## src/rtl/cpu_pkg.sv

```systemverilog
`default_nettype none
// ============================================================================
//  Module   : cpu_pkg
//  Purpose  : Shared pipeline types and widths.
//             - XLEN / REG_ADDR_W : datapath and register-index widths
//             - mem_state_e       : memory-stage access FSM states
//  Revision : 1.0  initial release
// ============================================================================
package cpu_pkg;

    localparam int XLEN       = 32;
    localparam int REG_ADDR_W = 5;

    // IDLE     : stage accepts a new instruction every cycle
    // WAIT_RSP : a load has been accepted by memory, data not yet returned
    typedef enum logic [0:0] {
        IDLE     = 1'b0,
        WAIT_RSP = 1'b1
    } mem_state_e;

endpackage : cpu_pkg
`default_nettype wire

```

## src/rtl/mem_stage.sv

```systemverilog
`default_nettype none
// ============================================================================
//  Module   : mem_stage
//  Purpose  : Memory-access stage of the 5-stage pipeline. Issues loads and
//             stores on a valid/ready request channel, waits for load data on
//             a valid-only response channel, stalls the front of the pipeline
//             while an access is outstanding, and registers MEM/WB state.
//  Ports    :
//    clk, reset                 clock, synchronous active-high reset
//    mem_*                      EX/MEM register contents (held while stalled)
//    stall                      hold EX/MEM and all earlier stages
//    dmem_req_*                 data-memory request channel (unregistered)
//    dmem_rsp_valid/_rdata      data-memory load response
//    wb_reg_write, wb_rd,
//    wb_data                    registered MEM/WB state
//    mem_err                    registered 1-cycle error pulse (misaligned,
//                               read+write together, or load timeout)
//  Revision : 1.0  initial release
// ============================================================================
module mem_stage
    import cpu_pkg::*;
#(
    parameter int TIMEOUT_CYCLES = 16
) (
    input  logic                  clk,
    input  logic                  reset,
    input  logic [XLEN-1:0]       mem_alu_result,
    input  logic [XLEN-1:0]       mem_rs2_val,
    input  logic [REG_ADDR_W-1:0] mem_rd,
    input  logic                  mem_mem_read,
    input  logic                  mem_mem_write,
    input  logic                  mem_reg_write,
    input  logic                  mem_mem_to_reg,
    input  logic                  mem_jal,
    input  logic [XLEN-1:0]       mem_pc_plus4,
    output logic                  stall,
    output logic                  dmem_req_valid,
    input  logic                  dmem_req_ready,
    output logic [XLEN-1:0]       dmem_req_addr,
    output logic                  dmem_req_we,
    output logic [XLEN-1:0]       dmem_req_wdata,
    input  logic                  dmem_rsp_valid,
    input  logic [XLEN-1:0]       dmem_rsp_rdata,
    output logic                  wb_reg_write,
    output logic [REG_ADDR_W-1:0] wb_rd,
    output logic [XLEN-1:0]       wb_data,
    output logic                  mem_err
);

    // A single-cycle timeout would need a zero-width counter; keep >= 1 bit.
    localparam int              C_CNT_W    = (TIMEOUT_CYCLES > 1) ? $clog2(TIMEOUT_CYCLES) : 1;
    localparam logic [C_CNT_W-1:0] C_CNT_LAST = C_CNT_W'(TIMEOUT_CYCLES - 1);

    mem_state_e            r_state;
    logic [C_CNT_W-1:0]    r_wait_cnt;

    logic                  w_access;
    logic                  w_bad_access;
    logic                  w_timeout;
    logic                  w_rf_we;

    assign w_access     = mem_mem_read | mem_mem_write;
    assign w_bad_access = w_access & ((mem_alu_result[1:0] != 2'b00) |
                                      (mem_mem_read & mem_mem_write));
    assign w_timeout    = (r_state == WAIT_RSP) && (r_wait_cnt == C_CNT_LAST);
    // x0 is hard-wired, so a write to it is never forwarded to the register file.
    assign w_rf_we      = mem_reg_write && (mem_rd != '0);

    // Request fields pass straight through; upstream holds them while stalled.
    assign dmem_req_addr  = mem_alu_result;
    assign dmem_req_wdata = mem_rs2_val;

    always_comb begin
        stall          = 1'b0;
        dmem_req_valid = 1'b0;
        dmem_req_we    = 1'b0;
        if (!reset) begin
            case (r_state)
                IDLE: begin
                    if (w_access && !w_bad_access) begin
                        dmem_req_valid = 1'b1;
                        dmem_req_we    = mem_mem_write;
                        // Stores are posted: free to advance once accepted.
                        // Loads always hold at least through acceptance.
                        stall          = mem_mem_write ? !dmem_req_ready : 1'b1;
                    end
                end
                WAIT_RSP: begin
                    // Release in the response (or final timeout) cycle so
                    // EX/MEM advances on the same edge WB captures the result.
                    stall = !dmem_rsp_valid && !w_timeout;
                end
                default: begin
                    stall = 1'b0;
                end
            endcase
        end
    end

    always_ff @(posedge clk) begin
        if (reset) begin
            r_state      <= IDLE;
            r_wait_cnt   <= '0;
            wb_reg_write <= 1'b0;
            wb_rd        <= '0;
            wb_data      <= '0;
            mem_err      <= 1'b0;
        end else begin
            // Bubble by default; only completing instructions overwrite it.
            wb_reg_write <= 1'b0;
            wb_rd        <= '0;
            wb_data      <= '0;
            mem_err      <= 1'b0;

            case (r_state)
                IDLE: begin
                    if (!w_access) begin
                        wb_reg_write <= w_rf_we;
                        wb_rd        <= mem_rd;
                        wb_data      <= mem_jal ? mem_pc_plus4 : mem_alu_result;
                    end else if (w_bad_access) begin
                        mem_err <= 1'b1;
                    end else if (!mem_mem_write && dmem_req_ready) begin
                        r_state    <= WAIT_RSP;
                        r_wait_cnt <= '0;
                    end
                end
                WAIT_RSP: begin
                    if (dmem_rsp_valid) begin
                        wb_reg_write <= w_rf_we;
                        wb_rd        <= mem_rd;
                        wb_data      <= mem_mem_to_reg ? dmem_rsp_rdata : mem_alu_result;
                        r_state      <= IDLE;
                    end else if (w_timeout) begin
                        mem_err <= 1'b1;
                        r_state <= IDLE;
                    end else if (r_wait_cnt != C_CNT_LAST) begin
                        r_wait_cnt <= r_wait_cnt + 1'b1;
                    end
                end
                default: begin
                    r_state <= IDLE;
                end
            endcase
        end
    end

endmodule : mem_stage
`default_nettype wire

```

## config.mk

```make
export PLATFORM = sky130hd
export DESIGN_NAME = mem_stage
export DESIGN_NICKNAME = d
export VERILOG_FILES = /design/src/rtl/cpu_pkg.sv /design/src/rtl/mem_stage.sv
export SDC_FILE = /design/constraint.sdc
export NUM_CORES = 1
export LEC_CHECK = 0
export ABC_CLOCK_PERIOD_IN_PS = 1600
export BUFFER_PORTS_ARGS = -buffer_cell sky130_fd_sc_hd__buf_2
export CORE_MARGIN = 2
export CORE_UTILIZATION = 29
export DETAILED_ROUTE_END_ITERATION = 8
export PLACE_DENSITY = 0.62
export SLEW_MARGIN = 20
export SYNTH_ARGS = -nofsm -noshare
export SYNTH_HDL_FRONTEND = slang
export SYNTH_SLANG_ARGS = --single-unit
```

## constraint.sdc

```tcl
create_clock -name clk -period 1.6 [get_ports clk]
set_input_delay 0.08 -clock clk [delete_from_list [all_inputs] [get_ports clk]]
set_output_delay 0.08 -clock clk [all_outputs]
set_load 0.005 [all_outputs]
```

# After elaboration in Yosys (flattened, before gate mapping)
# Index checks and enable logic that the tools add are counted.
[totals] out_inout_bits=106 register_bits=44 wordCells=72
[op_classes] addsub=1 eq_ne=8 bitwise_logic=5 n_reduce_logical=13 mux=39
[ops] operator="32-bit two-way mux" n=4
[ops] operator="32-bit one-hot mux with 2 select lines" n=1
[ops] operator="4-bit two-way mux" n=6
[ops] operator="1-bit two-way mux" n=20
[ops] operator="5-bit two-way mux" n=2
[ops] operator="2-bit inequality test, second input constant" n=5
[ops] operator="5-bit one-hot mux with 2 select lines" n=1
[ops] operator="1-bit one-hot mux with 2 select lines" n=4
[ops] operator="4-bit one-hot mux with 2 select lines" n=1
[ops] operator="6-bit AND reduction" n=1
[ops] operator="1-bit logical AND" n=5
[ops] operator="1-bit logical NOT" n=5
[ops] operator="5-bit nonzero test" n=1
[ops] operator="4-bit by 1-bit adder with 4-bit output, second input constant" n=1
[ops] operator="4-bit == test, second input constant" n=1
[ops] operator="4-bit inequality test, second input constant" n=1
[ops] operator="1-bit AND" n=2
[ops] operator="2-bit by 1-bit inequality test with 1-bit output, second input constant" n=1
[ops] operator="1-bit OR" n=2
[ops] operator="2-bit nonzero test" n=1
[ops] operator="1-bit inverter" n=1

# Depth between registers and ports, before layout
# Gate-level depths: netlist of run 1.
[depth] ltp_word=8 mapped_depth=6 ltp_nobuf=4

# Least setup slack after synthesis of run 1
# Ideal clock, no wire load.
[synth_timing] kind="flip-flop to flip-flop" startpoint="register r_state" endpoint="register wb_data[10]" path_buffers=3 required_ns=1.535 synth_period_minus_slack_ns=1.321 setup_slack_ns=0.279 arrival_time_ns=1.255 setup_ns=0.065 stages_incl_launch_ff=7 path_cell_list="dfxtp_1 -> buf_2 -> or3_1 -> buf_6 -> buf_6 -> o22a_1 -> nor2_1"
[synth_via] elab_chain_len=2
[synth_rtl] element="start, declared" line="mem_stage.sv:54" source="mem_state_e r_state;"
[synth_rtl] element="start signal, assigned" line="mem_stage.sv:102" source="r_state <= IDLE;"
[synth_rtl] element="start signal, assigned" line="mem_stage.sv:124" source="r_state <= WAIT_RSP;"
[synth_rtl] element="start signal, assigned" line="mem_stage.sv:133" source="r_state <= IDLE;"
[synth_rtl] element="1-bit inverter"
[synth_rtl] element="32-bit one-hot mux with 2 select lines *" line="mem_stage.sv:115" source="case (r_state)"
[synth_rtl] element="end signal, assigned" line="mem_stage.sv:120" source="wb_data <= mem_jal ? mem_pc_plus4 : mem_alu_result;"
[synth_rtl] element="end signal, assigned" line="mem_stage.sv:132" source="wb_data <= mem_mem_to_reg ? dmem_rsp_rdata : mem_alu_result;"
[synth_rtl] element="end, declared" line="mem_stage.sv:46" source="output logic [XLEN-1:0] wb_data,"
# Mark *: on every way between the ends. The rest lies on a longest branch, timed or not.
# A chain may end at the register's enable or synchronous reset.

# Worst setup path in the final report of run 1
[layout_timing] startpoint="register r_wait_cnt[0]" endpoint="output stall"
[layout_via] elab_chain_len=6
[layout_rtl] element="start, declared" line="mem_stage.sv:55" source="logic [C_CNT_W-1:0] r_wait_cnt;"
[layout_rtl] element="start signal, assigned" line="mem_stage.sv:138" source="r_wait_cnt <= r_wait_cnt + 1'b1;"
[layout_rtl] element="4-bit == test" line="mem_stage.sv:65" source="assign w_timeout = (r_state == WAIT_RSP) && (r_wait_cnt == C_CNT_LAST);"
[layout_rtl] element="1-bit logical AND" line="mem_stage.sv:65"
[layout_rtl] element="1-bit logical NOT" line="mem_stage.sv:91" source="stall = !dmem_rsp_valid && !w_timeout;"
[layout_rtl] element="1-bit logical AND" line="mem_stage.sv:91"
[layout_rtl] element="1-bit one-hot mux with 2 select lines" line="mem_stage.sv:78" source="case (r_state)"
[layout_rtl] element="1-bit two-way mux" line="mem_stage.sv:77" source="if (!reset) begin"
[layout_rtl] element="end, declared" line="mem_stage.sv:36" source="output logic stall,"
# No other way between the ends.

==> impl_metrics.ini, run 1 <==
[run_status]
outcome = completed

[critical_path]
timing.reg2reg.worst_path_depth = 5
path_delay_family = simple AND/OR/NAND/NOR gates
crit_path_start_kind = flip-flop
setup.worst_path.class = flip-flop to primary output
cp.depth = 5
worstPathRequired_ns = 1.52
crit_end_category = primary output
arrival_ns = 1.45
cp_slowest_stage_delay_ns = 0.34
critPathBufInv = 1
critical_path_peak_fanout = 2
r2r_slack_ns = 0.21
path_cells = ha_4, and3_4, or2_0, a21oi_1, buf_2
crit_path_top_delay_cell = sky130_fd_sc_hd__dfxtp_2

[clock_tree]
cts-buffers-inserted = 5
cts-htree-levels = 2
cts_root_buf = sky130_fd_sc_hd__clkbuf_8
clkSlewWorstSetupHoldPaths_ns = 0.09
ctsLongestPathBuffers = 2
cts_tree = yes
clock_insertion_delay_worst_skew_ns = 0.29
cts.sinks = 44

[cells_and_area]
layout.nets = 571
insertedDiodeCount = 0
post_route_cells_drive_above_1_share_pct = 49.4
area_growth_pct = 26.8

[sta]
fin_tns_setup_ns = 0
rsz0062_at_grt = false
shortest_clock_period_the_worst_path_allows_after_layout_ns = 1.53
largest_clock_skew_in_the_final_design_ns = 0.0119
final_hold_slack_ns = 0.160
maxClockFrequency_ghz = 0.653
maxSlewViolCount = 0
finalSetupViolCount = 0
finalHoldViolations = 0
max-slew-margin-rel_pct = 67.4
min_period_over_period_pct = 95.6
tightestPinTransition_ns = 0.488

[synth]
synth_nets = 448
postSynthRegisterBits = 44
syn_area_per_cell_um2 = 9.34
seq_area_frac_synth_pct = 30.9
synth_enable_flop_cells = 0
synthCells = 305
post_synthesis_instance_area_um2 = 2850
synth-async-reset-ratio_pct = 0
post_synth_num_cell_types = 36
synth_top_cell_area_share_pct = 30.9
synth_top_area_cell = sky130_fd_sc_hd__dfxtp_1
synth.top_cells.by_count = sky130_fd_sc_hd__mux2i_1 (67), sky130_fd_sc_hd__buf_4 (64), sky130_fd_sc_hd__dfxtp_1 (44)
netlist_top_cells_area = sky130_fd_sc_hd__dfxtp_1 (31%), sky130_fd_sc_hd__mux2i_1 (24%), sky130_fd_sc_hd__buf_4 (17%)
synth-warning-count = 0
postSynth.topFlopCell = sky130_fd_sc_hd__dfxtp_1
yosysMostFrequentCell = sky130_fd_sc_hd__mux2i_1

[pwr]
power_leakage_nw = 1.88
max-vdd-ir-drop_uv = 320
power-per-cell-area_nw_per_um2 = 662

[floorplanning]
placeableCoreArea_um2 = 9640
die_w_um = 103
ios = 248
die_height_um = 103
floorplan.die_area_um2 = 10600
effective_utilization_at_floorplan_pct = 29.5
rows = 36

[grt]
grt_overflow = 0
grt_pass1_wl_mm = 10.6
grt_use_total_pct = 12.6
number_of_antenna_violations_at_the_first_check_in_global_routing = 0
grt_start_max_net_pins = 26
vias_in_the_first_global_route = 2275

[place]
io_buffers = 183
dp_hpwl_mm = 5.75
globalplace.congestion = 0.757

[routing]
routed_wire_length_per_instance_um = 13.1
detail-route-antenna-nets = 0
drtPass1Iterations = 4
first_iter_violations = 40
routed_via_density = 4.51
remaining_drc_errors = 0
vias = 2535
totalWireLength_mm = 7.34

[run]
max_cap_violations = 0

[min_path]
hp-class = primary input to primary output
hold_depth = 0
sequential cells by signal, summed over array words and instances (netlist names):
name / flops
mem_err: 1
r_state: 1
r_wait_cnt: 4
wb_data: 32
wb_rd: 5
wb_reg_write: 1
where the power goes:
part,switching (mW),internal [mW],leakage [nW]
sequential,0.00778,1.13,0.359
combinational,0.243,0.296,1.47
clock,0.372,0.345,0.0510
through the flow:
| step | cell area [um2] | setup slack [ns] | std cells | total power, mW | utilization [%] |
|---|---|---|---|---|---|
| 2_1_floorplan | 2850 | 0.279 | 305 | 1.55 | - |
| 3_3_place_gp | 3400 | 0.272 | 545 | 1.68 | 35.3 |
| 3_5_place_dp | 3400 | 0.231 | 545 | 1.69 | 35.3 |
| 4_1_cts | 3580 | 0.00488 | 561 | 2.44 | 37.1 |
| 5_1_grt | 3610 | 0.00215 | 562 | 2.55 | 37.4 |
| 6_report | 3610 | 0.0698 | 562 | 2.39 | 37.4 |
worst paths after layout:
path	endpoint	from
setup reg to reg	r_wait_cnt[0]	r_wait_cnt[0]
hold / removal	dmem_req_wdata[13]	mem_rs2_val[13]
hold reg to reg	r_wait_cnt[3]	r_wait_cnt[3]
setup / recovery	stall	r_wait_cnt[0]
cells in the final DEF (no fill, tap or decap), types with 2 or more instances in the layout:
cell,n
sky130_fd_sc_hd__buf_2,183
sky130_fd_sc_hd__mux2i_1,67
sky130_fd_sc_hd__dfxtp_1,42
sky130_fd_sc_hd__nor2_1,37
sky130_fd_sc_hd__o22a_1,33
sky130_fd_sc_hd__buf_4,13
sky130_fd_sc_hd__clkbuf_8,6
sky130_fd_sc_hd__dlygate4sd3_1,6
sky130_fd_sc_hd__and2_1,5
sky130_fd_sc_hd__or3_1,3
sky130_fd_sc_hd__a21oi_1,2
sky130_fd_sc_hd__inv_1,2
sky130_fd_sc_hd__nand2b_1,2
sky130_fd_sc_hd__o32ai_1,2
sky130_fd_sc_hd__clkinv_2,2
sky130_fd_sc_hd__dfxtp_2,2
area by class of cell:
cell class	count	area, um2
Fill cell	1034	6030
Multi-Input combinational cell	173	1390
Timing Repair Buffer	202	1070
Sequential cell	44	883
Tap cell	133	166
Clock buffer	6	82.6
Clock inverter	2	10.0
Inverter	2	7.51
logic make-up after synthesis:
family                   share of synthesized area [%]
AO/OA/AOI/OAI                                     12.8
XOR/XNOR                                         0.308
adder cells (fa/ha/maj)                          0.791
buffers and inverters                             21.5
flip-flops                                        30.9
multiplexers                                      23.5
AND/OR/NAND/NOR                                   10.1
routing by layer:
layer  track usage, %  vias up  routed length (um)
met5                0        -                   0
met4             3.74        0                  94
met3             2.71       20                 552
met2             24.8      119                3910
met1             13.2     1144                2780
li1                 -     1252                   -
timing repair:
action | 4_1_cts | 5_1_grt
setup endpoints to repair | 1 | 2
gates resized for setup | 5 | 5
pin swaps | 1 | 2
setup buffers | 3 | 0
hold buffers | 5 | 1
hold endpoints to repair | 5 | 1
(Power assumes the default switching activity.)
==> inputs of run 2 (changes only) <==
==> constraint.sdc (replaced) <==
create_clock -name clk -period 1.6 [get_ports clk]
set_input_delay 0.08 -clock clk [delete_from_list [all_inputs] [get_ports clk]]
set_output_delay 0.08 -clock clk [all_outputs]
set_load 0.02 [all_outputs]
==> run 2 against run 1 <==
Compared with the run above: worst setup slack gained 0.0097 ns; worst hold slack is essentially flat; power grew 3.7%; highest routed layer unchanged; non-clock buffer count is the same; clock power is essentially flat; design area shrank 0.10%; first-iteration DRC count grew 15%; sequential share of layout area grew 0.060 points; register-to-register slack gained 0.02 ns; maximum frequency grew 0.64%; critical path type unchanged; global-route usage grew 0.25 points; clock skew shrank 0.0075 ns.
==> impl_metrics.ini, run 2 (same netlist as run 1, synthesis figures left out) <==
[grt]
grt_use_total_pct = 12.8
vias_in_the_first_global_route = 2324
grt_util_met1_pct = 13.2
grt_use_met2_pct = 25.3
grt_overflow = 0
grt_start_max_net_pins = 25
groute.layer.met3.usage_pct = 3.05
globalRoute.busiestLayer = met2
grt_pass1_wl_mm = 10.7
number_of_antenna_violations_at_the_first_check_in_global_routing = 0

[critical_path]
crit_end_category = primary output
setup.worst_path.class = flip-flop to primary output
r2r_slack_ns = 0.23
arrival_ns = 1.44
r2r-start = r_state
worstPathRequired_ns = 1.52
critical_path_peak_fanout = 2
critPathLaunch = r_wait_cnt[1]
crit_path_start_kind = flip-flop

[cells_and_area]
area_growth_pct = 26.6
largest-register = wb_data
layout_commonest_cell = sky130_fd_sc_hd__buf_2
n_fill_cell = 1041
post_route_cells_drive_above_1_share_pct = 49.2
final-seq-area_um2 = 885
largest_reg_flops = 32
mostFrequentLayoutCells = sky130_fd_sc_hd__buf_2 (182), sky130_fd_sc_hd__mux2i_1 (67), sky130_fd_sc_hd__dfxtp_1 (41)
insertedDiodeCount = 0
top_regs = wb_data: 32 flops, wb_rd: 5 flops, r_wait_cnt: 4 flops
area_of_the_multi_input_gates_um2 = 1380
layout.nets = 571
final-instance-count-excl-fill = 562

[clock_tree]
cts-htree-levels = 2
cts_root_buf = sky130_fd_sc_hd__clkbuf_8
clkSlewWorstSetupHoldPaths_ns = 0.08
cts_tree = yes
ctsLongestPathBuffers = 2
cts-buffers-inserted = 5
clock_insertion_delay_worst_skew_ns = 0.29
cts.sinks = 44

[routing]
routed_wire_length_per_instance_um = 13.3
first_iter_violations = 46
routed_via_density = 4.55
drtPass1Iterations = 4
totalWireLength_mm = 7.47
remaining_drc_errors = 0
detail-route-antenna-nets = 0
vias = 2557

[floorplanning]
die_height_um = 103
ios = 248
rows = 36
die_w_um = 103
floorplan.die_area_um2 = 10600
placeableCoreArea_um2 = 9640
effective_utilization_at_floorplan_pct = 29.5

[run_status]
outcome = completed

[sta]
setup_ws_ns = 0.0795
finalHoldViolations = 0
finalSetupViolCount = 0
largest_clock_skew_in_the_final_design_ns = 0.00439
fin_tns_setup_ns = 0
max-slew-margin-rel_pct = 69.6
shortest_clock_period_the_worst_path_allows_after_layout_ns = 1.52
maxSlewViolCount = 0
maxClockFrequency_ghz = 0.658
tightestPinTransition_ns = 0.456
min_period_over_period_pct = 95.0

[pwr]
power_leakage_nw = 1.87
max-vdd-ir-drop_uv = 288
power-per-cell-area_nw_per_um2 = 687

[min_path]
hold_path_startpoint = mem_rs2_val[13]
hp-class = primary input to primary output

[place]
dp_hpwl_mm = 5.76
globalplace.congestion = 0.753
dp_cells = 544
preCtsSetupSlack_ns = 0.203
io_buffers = 183

[run]
max_cap_violations = 0
## run 2: cell counts in the layout (fill, tap and decap cells not counted)
Identical to the previous run, type by type.
## run 2: final cells by class
class | instances | area share, %
Tap cell | 133 | 4.61
Sequential cell | 44 | 24.5
Inverter | 2 | 0.208
Clock buffer | 6 | 2.29
Timing Repair Buffer | 202 | 29.8
Multi-Input combinational cell | 173 | 38.2
Clock inverter | 2 | 0.278
## run 2: report_power, final
part / internal [mW] / leakage [nW] / total, mW / switching [mW]
Combinational: 0.298 / 1.46 / 0.628 / 0.331
Clock: 0.345 / 0.0510 / 0.715 / 0.370
Sequential: 1.13 / 0.359 / 1.13 / 0.00780
Total: 1.77 / 1.87 / 2.48 / 0.709
## run 2: metal layers
layer | vias up | wire length, um
li1 | 1251 | -
met1 | 1160 | 2870
met2 | 121 | 3890
met3 | 25 | 571
met4 | 0 | 140
met5 | - | 0
## run 2: path summary, 6_finish.rpt
path / endpoint / cells past startpoint
setup / recovery: stall / 5
hold / removal: dmem_req_wdata[13] / 0
setup reg to reg: wb_reg_write / 4
hold reg to reg: r_wait_cnt[2] / 2
## run 2: metrics by stage
stage	hold slack, ns	instance area [um2]	power [mW]	utilization, %
detailed placement	0.160	3390	1.78	35.2
global route	0.160	3610	2.63	37.4
CTS	0.000550	3570	2.53	37.0
floorplan	0.202	2850	1.69	-
finish	0.160	3610	2.48	37.4
global placement	0.160	3390	1.77	35.2
## run 2: what timing repair did
| action | in CTS | in global routing |
|---|---|---|
| gates resized for setup | 7 | 2 |
| endpoints found under the hold margin | 4 | 2 |
| endpoints found under the setup margin | 1 | 2 |
| hold buffers | 4 | 2 |
| buffers inserted | 3 | 1 |
| pin swaps | 1 | 3 |
## run 2: critical path, stage by stage, from the launching register on
cell and delay [ns]:
sky130_fd_sc_hd__dfxtp_2 0.34, sky130_fd_sc_hd__ha_4 0.15, sky130_fd_sc_hd__and3_4 0.17, sky130_fd_sc_hd__or2_0 0.19, sky130_fd_sc_hd__a21oi_1 0.13, sky130_fd_sc_hd__buf_4 0.16
==> inputs of run 3 (changes only) <==
--- a/config.mk
+++ b/config.mk
@@ -8,8 +8,11 @@
 export ABC_CLOCK_PERIOD_IN_PS = 1600
 export BUFFER_PORTS_ARGS = -buffer_cell sky130_fd_sc_hd__buf_2
+export CELL_PAD_IN_SITES_DETAIL_PLACEMENT = 0
+export CELL_PAD_IN_SITES_GLOBAL_PLACEMENT = 1
 export CORE_MARGIN = 2
-export CORE_UTILIZATION = 29
+export CORE_UTILIZATION = 26
 export DETAILED_ROUTE_END_ITERATION = 8
-export PLACE_DENSITY = 0.62
+export MAX_ROUTING_LAYER = met4
+export PLACE_DENSITY = 0.8
 export SLEW_MARGIN = 20
 export SYNTH_ARGS = -nofsm -noshare
==> constraint.sdc (replaced) <==
create_clock -name clk -period 1.6 [get_ports clk]
set_input_delay 0.48 -clock clk [delete_from_list [all_inputs] [get_ports clk]]
set_output_delay 0.48 -clock clk [all_outputs]
set_load 0.02 [all_outputs]
==> run 3 against run 2 <==
Compared with the run above: the run now ends with negative setup slack left; clock power is 18% higher; design area rose by 5.0%; sequential power hardly changed; first-iteration DRC count down 26%; combinational power rose by 5.7%; count of clock-buffer cells in the layout is the same; sequential share of layout area is 1.1 points lower; largest power group unchanged.
==> impl_metrics.ini, run 3 (same netlist as run 1, synthesis figures left out) <==
[run_status]
outcome = finished with violations
failed_checks = negative setup slack

[grt]
grt_pass1_wl_mm = 11.4
grt_use_total_pct = 12.5
grt_overflow = 0
number_of_antenna_violations_at_the_first_check_in_global_routing = 0
vias_in_the_first_global_route = 2462
grt_start_max_net_pins = 43

[min_path]
hold_path_startpoint = mem_rd[2]
hp-class = primary input to flip-flop
hold_depth = 2
worst_hold_path.endpoint = wb_rd[2]

[critical_path]
worstPathRequired_ns = 1.12
setup.worst_path.class = flip-flop to primary output
path_cells = ha_4, and3_4, or2_1, a21oi_2, buf_6
crit_end_category = primary output
r2r_slack_ns = 0.18
timing.reg2reg.worst_path_depth = 4
cp_slowest_stage_delay_ns = 0.34
crit_path_start_kind = flip-flop
arrival_ns = 1.47
critical_path_peak_fanout = 2
critical_path.reg2reg.endpoint = wb_reg_write
crit_path_top_delay_cell = sky130_fd_sc_hd__dfxtp_2
r2r-start = r_state

[clock_tree]
cts-buffers-inserted = 5
post_cts.repair.setup_buffers = 0
cts_root_buf = sky130_fd_sc_hd__clkbuf_8
cts.sinks = 44
ctsLongestPathBuffers = 2
clock_insertion_delay_worst_skew_ns = 0.30
postCtsHoldBufs = 0
cts-htree-levels = 2
clkSlewWorstSetupHoldPaths_ns = 0.08
cts_tree = yes

[floorplanning]
die_height_um = 109
floorplan.die_area_um2 = 11800
effective_utilization_at_floorplan_pct = 26.5
rows = 38
ios = 248
placeableCoreArea_um2 = 10700
die_w_um = 109

[cells_and_area]
largest-register = wb_data
area_of_the_multi_input_gates_um2 = 1450
mostFrequentLayoutCells = sky130_fd_sc_hd__buf_2 (176), sky130_fd_sc_hd__mux2i_1 (67), sky130_fd_sc_hd__dfxtp_1 (41)
top_regs = wb_data: 32 flops, wb_rd: 5 flops, r_wait_cnt: 4 flops
layout_commonest_cell = sky130_fd_sc_hd__buf_2
layout.core_utilization_pct = 35.2
area_growth_pct = 33.0
final-instance-count-excl-fill = 571
finalInstanceArea_um2 = 3790
n_fill_cell = 1129
post_route_cells_drive_above_1_share_pct = 52.0
largest_reg_flops = 32
insertedDiodeCount = 0
final-seq-area_um2 = 887
layout.nets = 573

[sta]
shortest_clock_period_the_worst_path_allows_after_layout_ns = 1.95
maxClockFrequency_ghz = 0.514
maxSlewViolCount = 0
finalHoldViolations = 0
max-slew-margin-rel_pct = 70.2
tightestPinTransition_ns = 0.446
largest_clock_skew_in_the_final_design_ns = 0.00451
fin_tns_setup_ns = -0.463
min_period_over_period_pct = 122
rsz0062_at_grt = true
setup_ws_ns = -0.345
finalSetupViolCount = 3

[pwr]
power-per-cell-area_nw_per_um2 = 697
power_leakage_nw = 1.95
max-vdd-ir-drop_uv = 399

[run]
max_cap_violations = 0

[place]
globalplace.congestion = 0.791
dp_cells = 563
io_buffers = 183
placed_cell_area_um2 = 3600
dp_hpwl_mm = 6.01

[routing]
drtPass1Iterations = 3
routed_wire_length_per_instance_um = 13.4
totalWireLength_mm = 7.66
first_iter_violations = 34
vias = 2589
routed_via_density = 4.53
remaining_drc_errors = 0
detail-route-antenna-nets = 0
[run 3: cell count changes in the layout (fill, tap and decap cells not counted), sizes merged]
| cell | delta |
|---|---|
| buf | +8 |
| dlygate4sd3 | -6 |
| bufinv | +1 |
| clkinv | -1 |
[run 3: report_power, final]
group / leakage [nW] / total, mW / switching (mW) / internal [mW]
Clock: 0.0552 / 0.842 / 0.378 / 0.464
Sequential: 0.360 / 1.13 / 0.00891 / 1.13
Combinational: 1.54 / 0.664 / 0.341 / 0.323
[run 3: through the flow]
step / setup slack [ns] / hold slack, ns / total power, mW
finish: -0.345 / 0.401 / 2.64
global route: -0.399 / 0.402 / 2.80
CTS: -0.352 / 0.395 / 2.70
detailed placement: -0.243 / 0.522 / 1.82
global placement: -0.195 / 0.501 / 1.80
floorplan: -0.0856 / 0.481 / 1.70
[run 3: layer usage]
layer  vias to the layer above  GRT usage (%)  part of all wire (%)
li1                       1253              -                     -
met1                      1213           13.1                    39
met2                       106           22.6                    52
met3                        17           3.47                   8.0
met4                         0           4.21                   1.6
met5                         -              -                     0
[run 3: worst max-delay path by stage]
stage | depth (start not counted) | start | slack, ns | endpoint
after global routing | 5 | r_wait_cnt[0] | -0.40 | stall
after CTS | 5 | r_wait_cnt[1] | -0.35 | stall
after floorplan | 3 | reset | -0.09 | dmem_req_valid
final | 5 | r_wait_cnt[0] | -0.35 | stall
after global placement | 4 | mem_alu_result[1] | -0.20 | dmem_req_we
after detailed placement | 4 | mem_alu_result[1] | -0.24 | dmem_req_we
[run 3: cell type report]
class | count | area share (%)
Multi-Input combinational cell | 173 | 38.2
Timing Repair Buffer | 204 | 30.7
Sequential cell | 44 | 23.4
Tap cell | 140 | 4.63
Clock buffer | 6 | 1.92
Clock inverter | 2 | 0.925
Inverter | 2 | 0.198
[run 3: repair_timing]
action                     in CTS  in global routing
resized for setup              18                  2
pin swaps                       6                  3
setup endpoints to repair       3                  3
[run 3: worst max-delay path: cells and delay by family (launching register included)]
kind                       cells  cell delay [ns]
buffers and inverters          1             0.13
adders and majority gates      1             0.15
and+or+nand+nor                2             0.40
DFF                            1             0.34
AOI/OAI and AO/OA              1             0.15
